<file path="src/rtl/adc_pkg.sv">
// rtl/adc_pkg.sv - shared types, widths and channel-map helper for the ADC scan sequencer
package adc_pkg;

   localparam int ADC_CH_WIDTH   = 5;
   localparam int ADC_DATA_WIDTH = 12;
   localparam int MAP_MAX_BITS   = 256;

   typedef enum logic [1:0] {
      ST_IDLE,
      ST_CMD,
      ST_WAIT_RSP,
      ST_EMIT
   } adc_state_t;

   // Entry idx of a packed map made of width-bit fields, zero-extended to 32 bits.
   function automatic logic [31:0] map_entry(input logic [MAP_MAX_BITS-1:0] map,
                                             input int unsigned idx,
                                             input int unsigned width);
      logic [31:0] mask;
      mask = (width >= 32) ? '1 : ((32'd1 << width) - 32'd1);
      return 32'(map >> (idx * width)) & mask;
   endfunction

endpackage

</file>
<file path="src/rtl/adc_avg_accum.sv">
// rtl/adc_avg_accum.sv - per-slot sample accumulator, sample counter and averaged shift-out
module adc_avg_accum
   import adc_pkg::*;
#(
   parameter int DATA_WIDTH = ADC_DATA_WIDTH,
   parameter int AVG_LOG2   = 2,
   localparam int CNT_W     = (AVG_LOG2 > 0) ? AVG_LOG2 : 1
) (
   input  logic                  clk,
   input  logic                  rst_n,
   input  logic                  sample_valid,
   input  logic [DATA_WIDTH-1:0] sample_data,
   output logic [CNT_W-1:0]      sample_cnt,
   output logic                  last_sample,
   output logic [DATA_WIDTH-1:0] avg_data
);

   localparam int ACC_W = DATA_WIDTH + AVG_LOG2;
   localparam logic [CNT_W-1:0] LAST_CNT = CNT_W'((1 << AVG_LOG2) - 1);

   logic [ACC_W-1:0] acc;
   logic [ACC_W-1:0] acc_sum;

   // The average includes the sample arriving this cycle, so the top can latch it on the last one.
   assign acc_sum     = acc + ACC_W'(sample_data);
   assign last_sample = (sample_cnt == LAST_CNT);
   assign avg_data    = DATA_WIDTH'(acc_sum >> AVG_LOG2);

   // Accumulate until the last sample of the slot, then restart clean for the next slot.
   always_ff @(posedge clk or negedge rst_n) begin
      if (!rst_n) begin
         acc        <= '0;
         sample_cnt <= '0;
      end else if (sample_valid) begin
         if (last_sample) begin
            acc        <= '0;
            sample_cnt <= '0;
         end else begin
            acc        <= acc_sum;
            sample_cnt <= sample_cnt + CNT_W'(1);
         end
      end
   end

endmodule

</file>
<file path="src/rtl/adc_scan_sequencer.sv">
// rtl/adc_scan_sequencer.sv - scan FSM and command driver feeding the ADC core, with averaged per-slot results
module adc_scan_sequencer
   import adc_pkg::*;
#(
   parameter int NUM_CH     = 4,
   parameter int CH_WIDTH   = ADC_CH_WIDTH,
   parameter int DATA_WIDTH = ADC_DATA_WIDTH,
   parameter int AVG_LOG2   = 2,
   parameter logic [NUM_CH*CH_WIDTH-1:0] CH_MAP = 20'h0C20,
   localparam int SLOT_W    = (NUM_CH > 1) ? $clog2(NUM_CH) : 1,
   localparam int CNT_W     = (AVG_LOG2 > 0) ? AVG_LOG2 : 1
) (
   input  logic                  clock_clk,
   input  logic                  reset_sink_reset_n,
   input  logic                  start,
   input  logic                  continuous,
   input  logic                  err_clear,
   output logic                  command_valid,
   output logic [CH_WIDTH-1:0]   command_channel,
   output logic                  command_startofpacket,
   output logic                  command_endofpacket,
   input  logic                  command_ready,
   input  logic                  response_valid,
   input  logic [CH_WIDTH-1:0]   response_channel,
   input  logic [DATA_WIDTH-1:0] response_data,
   output logic                  result_valid,
   output logic [SLOT_W-1:0]     result_slot,
   output logic [DATA_WIDTH-1:0] result_data,
   output logic                  scan_done,
   output logic                  busy,
   output logic                  err_sticky
);

   localparam logic [SLOT_W-1:0] LAST_SLOT = SLOT_W'(NUM_CH - 1);
   localparam logic [CNT_W-1:0]  LAST_CNT  = CNT_W'((1 << AVG_LOG2) - 1);
   localparam logic [MAP_MAX_BITS-1:0] MAP_EXT = MAP_MAX_BITS'(CH_MAP);
   // With one slot and no averaging, the opening command is also the closing one.
   localparam logic FIRST_IS_EOP = (NUM_CH == 1) && (AVG_LOG2 == 0);

   adc_state_t            state;
   logic [SLOT_W-1:0]     slot;
   logic [SLOT_W-1:0]     next_slot;
   logic [CNT_W-1:0]      sample_cnt;
   logic [CNT_W-1:0]      cnt_inc;
   logic                  last_sample;
   logic [DATA_WIDTH-1:0] avg_data;
   logic                  accept;
   logic                  err_set;

   function automatic logic [CH_WIDTH-1:0] slot_channel(input logic [SLOT_W-1:0] s);
      return CH_WIDTH'(map_entry(MAP_EXT, 32'(s), CH_WIDTH));
   endfunction

   assign next_slot = slot + SLOT_W'(1);
   assign cnt_inc   = sample_cnt + CNT_W'(1);
   assign accept    = (state == ST_WAIT_RSP) && response_valid;
   // Unsolicited samples and samples from the wrong channel are both flagged.
   assign err_set   = response_valid &&
                      ((state != ST_WAIT_RSP) || (response_channel != slot_channel(slot)));

   adc_avg_accum #(
      .DATA_WIDTH (DATA_WIDTH),
      .AVG_LOG2   (AVG_LOG2)
   ) u_avg (
      .clk          (clock_clk),
      .rst_n        (reset_sink_reset_n),
      .sample_valid (accept),
      .sample_data  (response_data),
      .sample_cnt   (sample_cnt),
      .last_sample  (last_sample),
      .avg_data     (avg_data)
   );

   // Scan FSM; command fields are loaded for the slot/count the next command will carry.
   always_ff @(posedge clock_clk or negedge reset_sink_reset_n) begin
      if (!reset_sink_reset_n) begin
         state                 <= ST_IDLE;
         slot                  <= '0;
         command_valid         <= 1'b0;
         command_channel       <= '0;
         command_startofpacket <= 1'b0;
         command_endofpacket   <= 1'b0;
         result_valid          <= 1'b0;
         result_slot           <= '0;
         result_data           <= '0;
         scan_done             <= 1'b0;
         busy                  <= 1'b0;
      end else begin
         result_valid <= 1'b0;
         scan_done    <= 1'b0;
         case (state)
            ST_IDLE: begin
               if (start || continuous) begin
                  state                 <= ST_CMD;
                  busy                  <= 1'b1;
                  slot                  <= '0;
                  command_valid         <= 1'b1;
                  command_channel       <= slot_channel('0);
                  command_startofpacket <= 1'b1;
                  command_endofpacket   <= FIRST_IS_EOP;
               end
            end
            ST_CMD: begin
               if (command_ready) begin
                  state                 <= ST_WAIT_RSP;
                  command_valid         <= 1'b0;
                  command_startofpacket <= 1'b0;
                  command_endofpacket   <= 1'b0;
               end
            end
            ST_WAIT_RSP: begin
               if (response_valid) begin
                  if (!last_sample) begin
                     state                 <= ST_CMD;
                     command_valid         <= 1'b1;
                     command_channel       <= slot_channel(slot);
                     command_startofpacket <= 1'b0;
                     command_endofpacket   <= (slot == LAST_SLOT) && (cnt_inc == LAST_CNT);
                  end else begin
                     state        <= ST_EMIT;
                     result_valid <= 1'b1;
                     result_slot  <= slot;
                     result_data  <= avg_data;
                     scan_done    <= (slot == LAST_SLOT);
                  end
               end
            end
            ST_EMIT: begin
               if (slot != LAST_SLOT) begin
                  state                 <= ST_CMD;
                  slot                  <= next_slot;
                  command_valid         <= 1'b1;
                  command_channel       <= slot_channel(next_slot);
                  command_startofpacket <= 1'b0;
                  command_endofpacket   <= (next_slot == LAST_SLOT) && (AVG_LOG2 == 0);
               end else if (continuous) begin
                  state                 <= ST_CMD;
                  slot                  <= '0;
                  command_valid         <= 1'b1;
                  command_channel       <= slot_channel('0);
                  command_startofpacket <= 1'b1;
                  command_endofpacket   <= FIRST_IS_EOP;
               end else begin
                  state <= ST_IDLE;
                  busy  <= 1'b0;
               end
            end
            default: state <= ST_IDLE;
         endcase
      end
   end

   // Sticky error flag; a new error outranks a clear arriving in the same cycle.
   always_ff @(posedge clock_clk or negedge reset_sink_reset_n) begin
      if (!reset_sink_reset_n) begin
         err_sticky <= 1'b0;
      end else if (err_set) begin
         err_sticky <= 1'b1;
      end else if (err_clear) begin
         err_sticky <= 1'b0;
      end
   end

endmodule

</file>
<file path="config.mk">
export PLATFORM = sky130hd
export DESIGN_NAME = adc_scan_sequencer
export DESIGN_NICKNAME = d
export VERILOG_FILES = /design/src/rtl/adc_pkg.sv /design/src/rtl/adc_avg_accum.sv /design/src/rtl/adc_scan_sequencer.sv
export SDC_FILE = /design/constraint.sdc
export NUM_CORES = 1
export LEC_CHECK = 0
export ABC_AREA = 1
export CORE_ASPECT_RATIO = 0.8
export CORE_UTILIZATION = 45
export DETAILED_ROUTE_END_ITERATION = 12
export PLACE_DENSITY = 0.77
export SKIP_CTS_REPAIR_TIMING = 1
export SKIP_LAST_GASP = 1
export SLEW_MARGIN = 10
export SYNTH_ARGS = -nofsm -noshare
export SYNTH_HDL_FRONTEND = slang
export SYNTH_SLANG_ARGS = --single-unit
</file>
<file path="constraint.sdc">
create_clock -name clock_clk -period 2.1 [get_ports clock_clk]
set_input_delay 0.42 -clock clock_clk [delete_from_list [all_inputs] [get_ports clock_clk]]
set_output_delay 0.42 -clock clock_clk [all_outputs]
set_load 0.05 [all_outputs]
</file>
==> results.toml, run 1 <==
[sta]
drv_slew = 0
min_period_ns = 1.928
setup_viol = 0
finalHoldViolCount = 0
worst_hold_slack_ns = 0.1875
slew_headroom_pct = 62.46
rsz0062_at_grt = "false"
finClkSkew_ns = 0.003732
fmax_mhz = 518.7
setup_ws_ns = 0.1720
tightest_slew_ns = 0.5631
period_share_pct = 91.81

[status]
outcome = "complete, no violations"

[detailed_routing]
drc_errors = 0
vias_per_cell = 4.996
ant_nets = 0
via_count = 2503
drt_pre_antenna_iters = 4
drt_iter0_markers = 148
post_drt_wl_per_cell_um = 13.69
drt_wl_total_um = 6860

[cells_and_area]
multi_input_area_um2 = 1386
antennaDiodeCount = 0
area_delta_synth_final_pct = 26.25
instances_no_fill = 501
fin_nets = 468
fillers = 534
regArea_um2 = 1076
drive_gt1_share_pct = 7.329

[worst_setup_path]
critPathMaxFanout = 2
required_ns = 1.68
cpMaxStageDelayCell = "clkdlybuf4s50_1"
crit_chain = "clkdlybuf4s50_1"
crit_type = "register to output port"
cp-start-kind = "register"
cpPeakStageDelay_ns = 0.83
cp_num_buf_inv = 1
cp-end-kind = "output port"
crit_family = "buffers and inverters"
cp_data_arrival_time_ns = 1.51

[power]
power_leakage_nw = 1.833
powerDensity_nw_per_um2 = 1414
vdd_drop_max_uv = 637.2

[clock_network]
clk_latency_ns = 0.30
cts.sinks = 43
clkTransAtPathRegs_ns = 0.08
cts_root_buffer = "clkbuf_8"
cts_buffer_depth = 2
cts_buffers = 5
cts_tree = "built"
h-tree-depth = 2

[place]
dp_hpwl_um = 5223
numPortBuffers = 46
dp_cells = 493
detailedPlace.worstSlack_ns = -0.1939
place_congestion = 0.9055

[global_route]
grt_remaining_overflow = 0
grt_pass1_wl_um = 11320
grt_max_degree = 44
antenna_found_initial = 0
first_global_vias = 2488
grt_usage_pct = 23.60

[logic_synthesis]
synth_cells = 364
ys.warnings.count = 0
synth-edff-count = 0
yosysTopAreaCellShare_pct = 39.54
synth-seq-area-share_pct = 39.54
syn_area_per_cell_um2 = 7.476
synth_top_area_cell = "dfrtp_1"
ys_types = 34
synth_most_common_cell = "nand2_1"
synth_common_cells = "nand2_1 (131), inv_1 (54), dfrtp_1 (43), nand3_1 (25)"
synth-seq-cells = 43
ys_top_cells_by_area = "dfrtp_1 (40%), nand2_1 (18%), ha_1 (9.7%), inv_1 (7.4%), nand3_1 (4.6%)"
async_flop_share_pct = 100.0
synth_ff_type = "dfrtp_1"
netlist_area_um2 = 2721

[floorplanning]
rows = 24
dieHeight_um = 71.56
die_w_um = 88.95
die-area_um2 = 6364
core_area_um2 = 5645
start_util_pct = 48.20
io_pins = 50

[flow_run]
drv_cap = 0

[worst_hold_path]
hp-class = "primary input to async pin"
## per-layer routing
layer	up-vias	share of wire [%]	track usage, %
li1	1252	-	-
met1	1172	50	35.01
met2	74	43	35.64
met3	5	6.5	3.917
met4	0	0.89	6.702
met5	-	0	0
## path summary, 6_finish.rpt
check	from	to	slack [ns]	depth (start not counted)
max in group asynchronous	reset_sink_reset_n	u_avg.acc[1]	1.53	2
min reg2reg	result_data[0]	result_data[0]	0.49	2
max reg2reg	state[0]	u_avg.acc[8]	0.33	7
max	result_data[8]	result_data[8]	0.17	1
min in group clock_clk	result_data[0]	result_data[0]	0.49	2
min	reset_sink_reset_n	u_avg.acc[13]	0.19	2
## kinds of logic (layout without fill, tap and decap cells)
family | count (synthesis) | in the layout | synth area share [%]
other cells | 1 | 3 | 0.1378
fa+ha+maj | 22 | 22 | 10.39
flops | 43 | 43 | 39.54
xor+xnor | 7 | 7 | 2.253
simple gates | 189 | 189 | 29.33
compound gates | 39 | 39 | 8.459
buf+inv | 63 | 120 | 9.885
## sequential cells by signal, indices dropped and copies added, names as in the netlist, 2 cells and up
| signal | flops |
|---|---|
| result_data | 12 |
| slot | 2 |
| result_slot | 2 |
| command_channel | 2 |
| u_avg.sample_cnt | 2 |
| state | 2 |
| u_avg.acc | 14 |
## where the power goes
part           total (mW)  switching, mW  internal, mW
Combinational        2.74           1.78         0.966
Clock               0.768          0.293         0.476
Sequential           1.35          0.213          1.14
Total                4.86           2.28          2.58
## placed cells by master (no fill, tap or decap), types with 4 or more instances in the layout
master | netlist | final
buf_4 | 4 | 10
ha_1 | 21 | 21
dfrtp_1 | 43 | 43
a21oi_1 | 5 | 5
nand2_1 | 131 | 131
o21ai_2 | 5 | 5
o21ai_0 | 21 | 21
nand3_1 | 25 | 25
clkbuf_8 | 0 | 5
inv_1 | 54 | 54
clkdlybuf4s50_1 | 0 | 45
nor2_1 | 20 | 20
xor2_1 | 4 | 4
## through the flow
stage,setup TNS (ns),power (mW),area (um2),utilization [%]
6_report,0,4.859,3436,60.86
5_1_grt,0,5.256,3436,60.86
4_1_cts,0,4.859,3433,60.82
3_5_place_dp,-1.603,4.071,3301,58.47
3_3_place_gp,-0.8591,3.984,3301,58.47
2_1_floorplan,0,3.237,2729,-
## final cells by class
class / count / area share [%]
multi-input combinational: 260 / 40.35
timing repair buffer: 56 / 15.44
sequential: 43 / 31.32
clock inverter: 2 / 1.748
clock buffer: 6 / 2.112
tap: 78 / 2.840
inverter: 56 / 6.191
Note: power is estimated with default switching activity, not from simulation.
==> run 2, diff against run 1 <==
--- a/config.mk
+++ b/config.mk
@@ -6,7 +6,7 @@
 export NUM_CORES = 1
 export LEC_CHECK = 0
 export ABC_AREA = 1
-export CORE_ASPECT_RATIO = 0.8
+export CORE_ASPECT_RATIO = 0.7
 export CORE_UTILIZATION = 45
 export DETAILED_ROUTE_END_ITERATION = 12
 export PLACE_DENSITY = 0.77
==> run 2 against run 1 <==
- sequential power barely moved
- sequential share of layout area fell by 0.057 points
- critical path type is now primary input to register
- clock skew up 0.0016 ns
- utilization shrank 1.4 points
- clock power is 2% higher
- wire length is 5.2% lower
- register-to-register slack improved by 0.02 ns
- critical endpoint is now u_avg.acc[6]
- critical path depth rose by 11
- global-route usage fell by 1.0 points
- power shrank 0.57%
- hold slack got worse by 0.069 ns
==> results.toml, run 2 (synthesis gave the netlist of run 1 again) <==
[detailed_routing]
met3_length_um = 365
drc_errors = 0
vias_per_cell = 4.990
top_layer_used = "met4"
m1WireLength_um = 3517
drt_wl_total_um = 6503
post_drt_wl_per_cell_um = 13.03
drt_iter0_markers = 133
via_count = 2490
drt_pre_antenna_iters = 5
route.met2.wl_um = 2582
ant_nets = 0

[sta]
drv_slew = 0
setup_viol = 0
min_period_ns = 1.918
slew_headroom_pct = 60.30
finClkSkew_ns = 0.005358
fmax_mhz = 521.5
tightest_slew_ns = 0.5956
finalHoldViolCount = 0
period_share_pct = 91.31
rsz0062_at_grt = "false"

[worst_hold_path]
hp-class = "primary input to async pin"

[worst_setup_path]
critPathMaxFanout = 3
required_ns = 2.30
cp-end-kind = "register"
cp_data_arrival_time_ns = 2.11
r2r_end = "u_avg.acc[6]"
cp-start-kind = "primary input"
crit_type = "primary input to register"
reg2reg_depth = 11
rr_startpoint = "u_avg.acc[0]"
r2r_setup_slack_ns = 0.35

[flow_run]
drv_cap = 0

[global_route]
grt_usage_pct = 22.57
first_global_vias = 2238
grt_pass1_wl_um = 10720
antenna_found_initial = 0
grt_max_degree = 26
grt_remaining_overflow = 0

[floorplanning]
die_w_um = 94.95
dieHeight_um = 67.07
core_area_um2 = 5784
rows = 23
io_pins = 50
die-area_um2 = 6367
start_util_pct = 47.05

[place]
place_congestion = 0.9285
dp_cells = 491
dp_hpwl_um = 4870
numPortBuffers = 46

[cells_and_area]
final_common_cell = "nand2_1"
fillers = 533
instances_no_fill = 499
antennaDiodeCount = 0
fin_util_pct = 59.51
largest_registers = "u_avg.acc: 14 flops, result_data: 12 flops"
final_cell_mix = "nand2_1 (131), inv_1 (54), clkdlybuf4s50_1 (45), dfrtp_1 (43), nand3_1 (25)"
top_register = "u_avg.acc"
area_delta_synth_final_pct = 26.48
drive_gt1_share_pct = 7.783
largest_reg_flops = 14
fin_nets = 469

[clock_network]
cts_buffer_depth = 2
cts_root_buffer = "clkbuf_8"
cts_buffers = 5
h-tree-depth = 2
cts.sinks = 43
cts_tree = "built"
clkTransAtPathRegs_ns = 0.09
clk_latency_ns = 0.30

[power]
vdd_drop_max_uv = 611.9
power_leakage_nw = 1.837
powerDensity_nw_per_um2 = 1403

[status]
outcome = "complete, no violations"
==> run 2: through the flow <==
stage	worst slack, ns	total power, mW	setup TNS [ns]	cell area [um2]	hold slack, ns
6_report	0.1824	4.831	0	3442	0.1189
5_1_grt	0.05573	5.228	0	3442	0.1694
4_1_cts	0.05281	4.820	0	3437	0.1416
3_5_place_dp	-0.2377	4.023	-1.503	3304	0.4651
3_3_place_gp	-0.1857	3.970	-0.8999	3304	0.4545
2_1_floorplan	0.4171	3.237	0	2729	0.1244
==> run 2: power breakdown <==
part	internal, mW	switching, mW
registers	1.14	0.206
logic	0.961	1.75
clock network	0.476	0.305
==> run 2: layout make-up <==
cell class,count,area [um2],area share (%)
Inverter,56,212.7,6.180
Sequential cell,43,1076,31.26
Timing Repair Buffer,57,538.0,15.63
Clock inverter,2,60.06,1.745
Tap cell,75,93.84,2.726
Clock buffer,6,72.57,2.108
Multi-Input combinational cell,260,1389,40.35
==> run 2: worst max-delay path, cell delays in order <==
cell and delay [ns]:
clkdlybuf4s50_1 0.46, ha_1 0.17, inv_1 0.06, fa_2 0.37, nor2_2 0.15, nor2_4 0.06
inv_2 0.05, nand2_1 0.04, nand2_1 0.09, nand2_1 0.09, nand3_1 0.09, nand2_1 0.05
==> run 2: how the worst max path moves through the flow <==
stage | start | cells after the start | slack, ns | to
2_1_floorplan | response_data[0] | 11 | 0.42 | result_data[10]
3_3_place_gp | response_data[0] | 10 | -0.19 | result_data[6]
3_5_place_dp | response_data[0] | 10 | -0.24 | u_avg.acc[8]
4_1_cts | response_data[0] | 10 | 0.05 | result_data[6]
5_1_grt | response_data[0] | 12 | 0.06 | result_data[4]
6_report | response_data[0] | 12 | 0.18 | u_avg.acc[6]
==> run 2: routing by layer <==
layer	GRT usage (%)	vias up
met2	30.67	76
met1	35.88	1153
met4	4.924	0
met3	4.224	4
li1	-	1257
met5	0	-
==> run 3, diff against run 2 <==
--- a/config.mk
+++ b/config.mk
@@ -5,11 +5,12 @@
 export SDC_FILE = /design/constraint.sdc
 export NUM_CORES = 1
 export LEC_CHECK = 0
-export ABC_AREA = 1
+export ABC_AREA = 0
 export CORE_ASPECT_RATIO = 0.7
+export CORE_MARGIN = 2
 export CORE_UTILIZATION = 45
 export DETAILED_ROUTE_END_ITERATION = 12
-export PLACE_DENSITY = 0.77
+export PLACE_DENSITY = 0.78
 export SKIP_CTS_REPAIR_TIMING = 1
 export SKIP_LAST_GASP = 1
 export SLEW_MARGIN = 10
==> run 3 against run 2 <==
- cell area grew 0.76%
- hold slack better by 0.027 ns
- global-route usage decreased by 2.4 points
- area after synthesis down 6.5%
- register-to-register slack got worse by 0.27 ns
- non-clock buffer count is 22 higher
- power rose by 1.1%
- sequential share of layout area decreased by 0.24 points
- setup slack lost 0.12 ns
- critical endpoint is now u_avg.acc[12]
==> results.toml, run 3 <==
[floorplanning]
die_w_um = 93.89
dieHeight_um = 66.92
core_area_um2 = 5340
start_util_pct = 47.66
die-area_um2 = 6283
io_pins = 50
rows = 22

[logic_synthesis]
async_flop_share_pct = 100.0
synth-seq-area-share_pct = 42.28
synth-edff-count = 0
synth_most_common_cell = "dfrtp_1"
yosysTopAreaCellShare_pct = 42.28
ys_types = 54
synth-seq-cells = 43
synth_common_cells = "dfrtp_1 (43), nand2_1 (32), o21ai_0 (25), ha_1 (21), inv_1 (17)"
netlist_area_um2 = 2545
ys_top_cells_by_area = "dfrtp_1 (42%), ha_1 (10%), o21ai_0 (4.9%), nand2_1 (4.7%), xor2_1 (3.1%)"
syn_area_per_cell_um2 = 9.751
ys.warnings.count = 0
synth_ff_type = "dfrtp_1"
synth_cells = 261
synth_top_area_cell = "dfrtp_1"

[detailed_routing]
drt_pre_antenna_iters = 4
ant_nets = 0
drc_errors = 0
met3_length_um = 266
vias_per_cell = 5.161
drt_wl_total_um = 5878
drt_iter0_markers = 101
m1WireLength_um = 2939
post_drt_wl_per_cell_um = 14.30
via_count = 2121
route.met2.wl_um = 2606
top_layer_used = "met4"

[flow_run]
drv_cap = 0

[clock_network]
cts_buffers = 5
cts_root_buffer = "clkbuf_8"
cts_tree = "built"
cts_buffer_depth = 2
clk_latency_ns = 0.29
clkTransAtPathRegs_ns = 0.08
cts.sinks = 43
h-tree-depth = 2

[worst_setup_path]
rr_startpoint = "u_avg.acc[0]"
critPathMaxFanout = 5
cp_num_buf_inv = 1
r2r_end = "u_avg.acc[12]"
cpMostUsedCell = "o21ai_1"
crit_family = "compound AO/OA/AOI/OAI gates"
crit_start = "response_data[7]"
crit_chain = "clkdlybuf4s50_1 -> ha_1 -> a21o_1 -> a21oi_4 -> o21ai_1 -> a41oi_2 -> mux2i_1 -> o21ai_1"
cp-end-kind = "register"
cp-start-kind = "primary input"
reg2reg_depth = 9
cpMaxStageDelayCell = "clkdlybuf4s50_1"
r2r_setup_slack_ns = 0.08
crit_type = "primary input to register"
path_depth = 8
required_ns = 2.28
cp_data_arrival_time_ns = 2.22
cpPeakStageDelay_ns = 0.42
critPathCapture = "u_avg.acc[12]"

[cells_and_area]
largest_reg_flops = 14
area_delta_synth_final_pct = 36.28
largest_registers = "u_avg.acc: 14 flops, result_data: 12 flops"
fin_nets = 384
drive_gt1_share_pct = 20.35
fin_util_pct = 64.95
antennaDiodeCount = 0
final_cell_mix = "dfrtp_1 (43), clkdlybuf4s50_1 (43), nand2_1 (32), buf_4 (32), o21ai_0 (22)"
top_register = "u_avg.acc"

[place]
dp_hpwl_um = 4452
numPortBuffers = 46
place_congestion = 0.8764
detailedPlace.worstSlack_ns = -0.5437

[global_route]
grt_usage_pct = 20.14
grt_pass1_wl_um = 9708
grt_max_degree = 30
grt_remaining_overflow = 0
first_global_vias = 2019
antenna_found_initial = 0

[status]
outcome = "complete, no violations"

[sta]
setup_ws_ns = 0.06220
tightest_slew_ns = 0.6539
setup_viol = 0
rsz0062_at_grt = "true"
period_share_pct = 97.04
fmax_mhz = 490.7
drv_slew = 0
finClkSkew_ns = 0.003479
finalHoldViolCount = 0
min_period_ns = 2.038
slew_headroom_pct = 56.41

[power]
power.total_mw = 4.885
switchingPower_mw = 2.135
intPower_mw = 2.750
power_frac_clock_pct = 13.6
share_comb_of_total_power_pct = 59.2
sw_frac_of_total_pct = 43.70
vdd_drop_max_uv = 767.3
powerDensity_nw_per_um2 = 1409
power_leakage_nw = 1.608
seq_power_share_pct = 27.2

[worst_hold_path]
hp-class = "primary input to async pin"
## run 3: changes by cell type after synthesis, moves of 5 or more
cell	delta
xor2_1	+5
nand3_1	-21
nor2_1	-6
o21ai_1	+10
inv_1	-37
nand2_1	-99
## run 3: worst register-to-register path, stage by stage, from the launching register on
cell and delay, ns:
dfrtp_1 0.36, ha_2 0.18, inv_2 0.04, fa_2 0.39
nor2b_4 0.15, o211ai_4 0.12, a31oi_4 0.23, a41oi_2 0.16
mux2i_1 0.19, o21ai_1 0.08
## run 3: worst min path at each step
stage	start	end	slack, ns	depth (start not counted)
floorplan	reset_sink_reset_n	busy	0.12	0
global placement	result_slot[1]	result_slot[1]	0.46	2
detailed placement	result_data[0]	result_data[0]	0.47	2
CTS	reset_sink_reset_n	u_avg.acc[5]	0.17	1
global route	reset_sink_reset_n	result_data[2]	0.18	1
finish	reset_sink_reset_n	result_data[8]	0.15	1
## run 3: layout make-up
cell class	count	area, um2
Sequential cell	43	1076
Clock buffer	6	82.58
Tap cell	72	90.09
Inverter	17	63.81
Multi-Input combinational cell	192	1400
Clock inverter	2	35.03
Timing Repair Buffer	79	720.7
Fill cell	441	1872
## run 3: stage by stage
step                      cells  hold slack, ns  cell area, um2  TNS (ns)
final                       411          0.1462            3468         0
after global routing        411          0.1799            3468   -0.1342
after CTS                   409          0.1743            3402    -1.267
after detailed placement    401          0.4691            3284    -6.336
after global placement      401          0.4639            3284    -5.473
after floorplan             263          0.1244            2552         0
## run 3: power groups by stage
stage | Combinational, mW | Clock (mW) | Sequential [mW]
global route | 3.17 | 0.737 | 1.37
finish | 2.89 | 0.667 | 1.33
floorplan | 1.46 | 0 | 1.75
global placement | 2.72 | 0 | 1.32
CTS | 2.82 | 0.689 | 1.32
detailed placement | 2.80 | 0 | 1.34
## run 3: cell families after synthesis
family                     count (synthesis)  share of synthesized area, %
muxes                                      8                         3.392
and+or+nand+nor                           70                         13.08
DFF                                       43                         42.28
buffers and inverters                     28                         4.818
other                                      1                        0.1474
AOI/OAI and AO/OA                         76                         20.70
adders and majority gates                 22                         11.11
xor gates and xnor gates                  13                         4.474
## run 3: layer usage
layer | vias to the layer above | global-route usage, %
met2 | 47 | 30.54
met5 | - | 0
met3 | 7 | 5.317
li1 | 1052 | -
met1 | 1015 | 29.00
met4 | 0 | 4.167
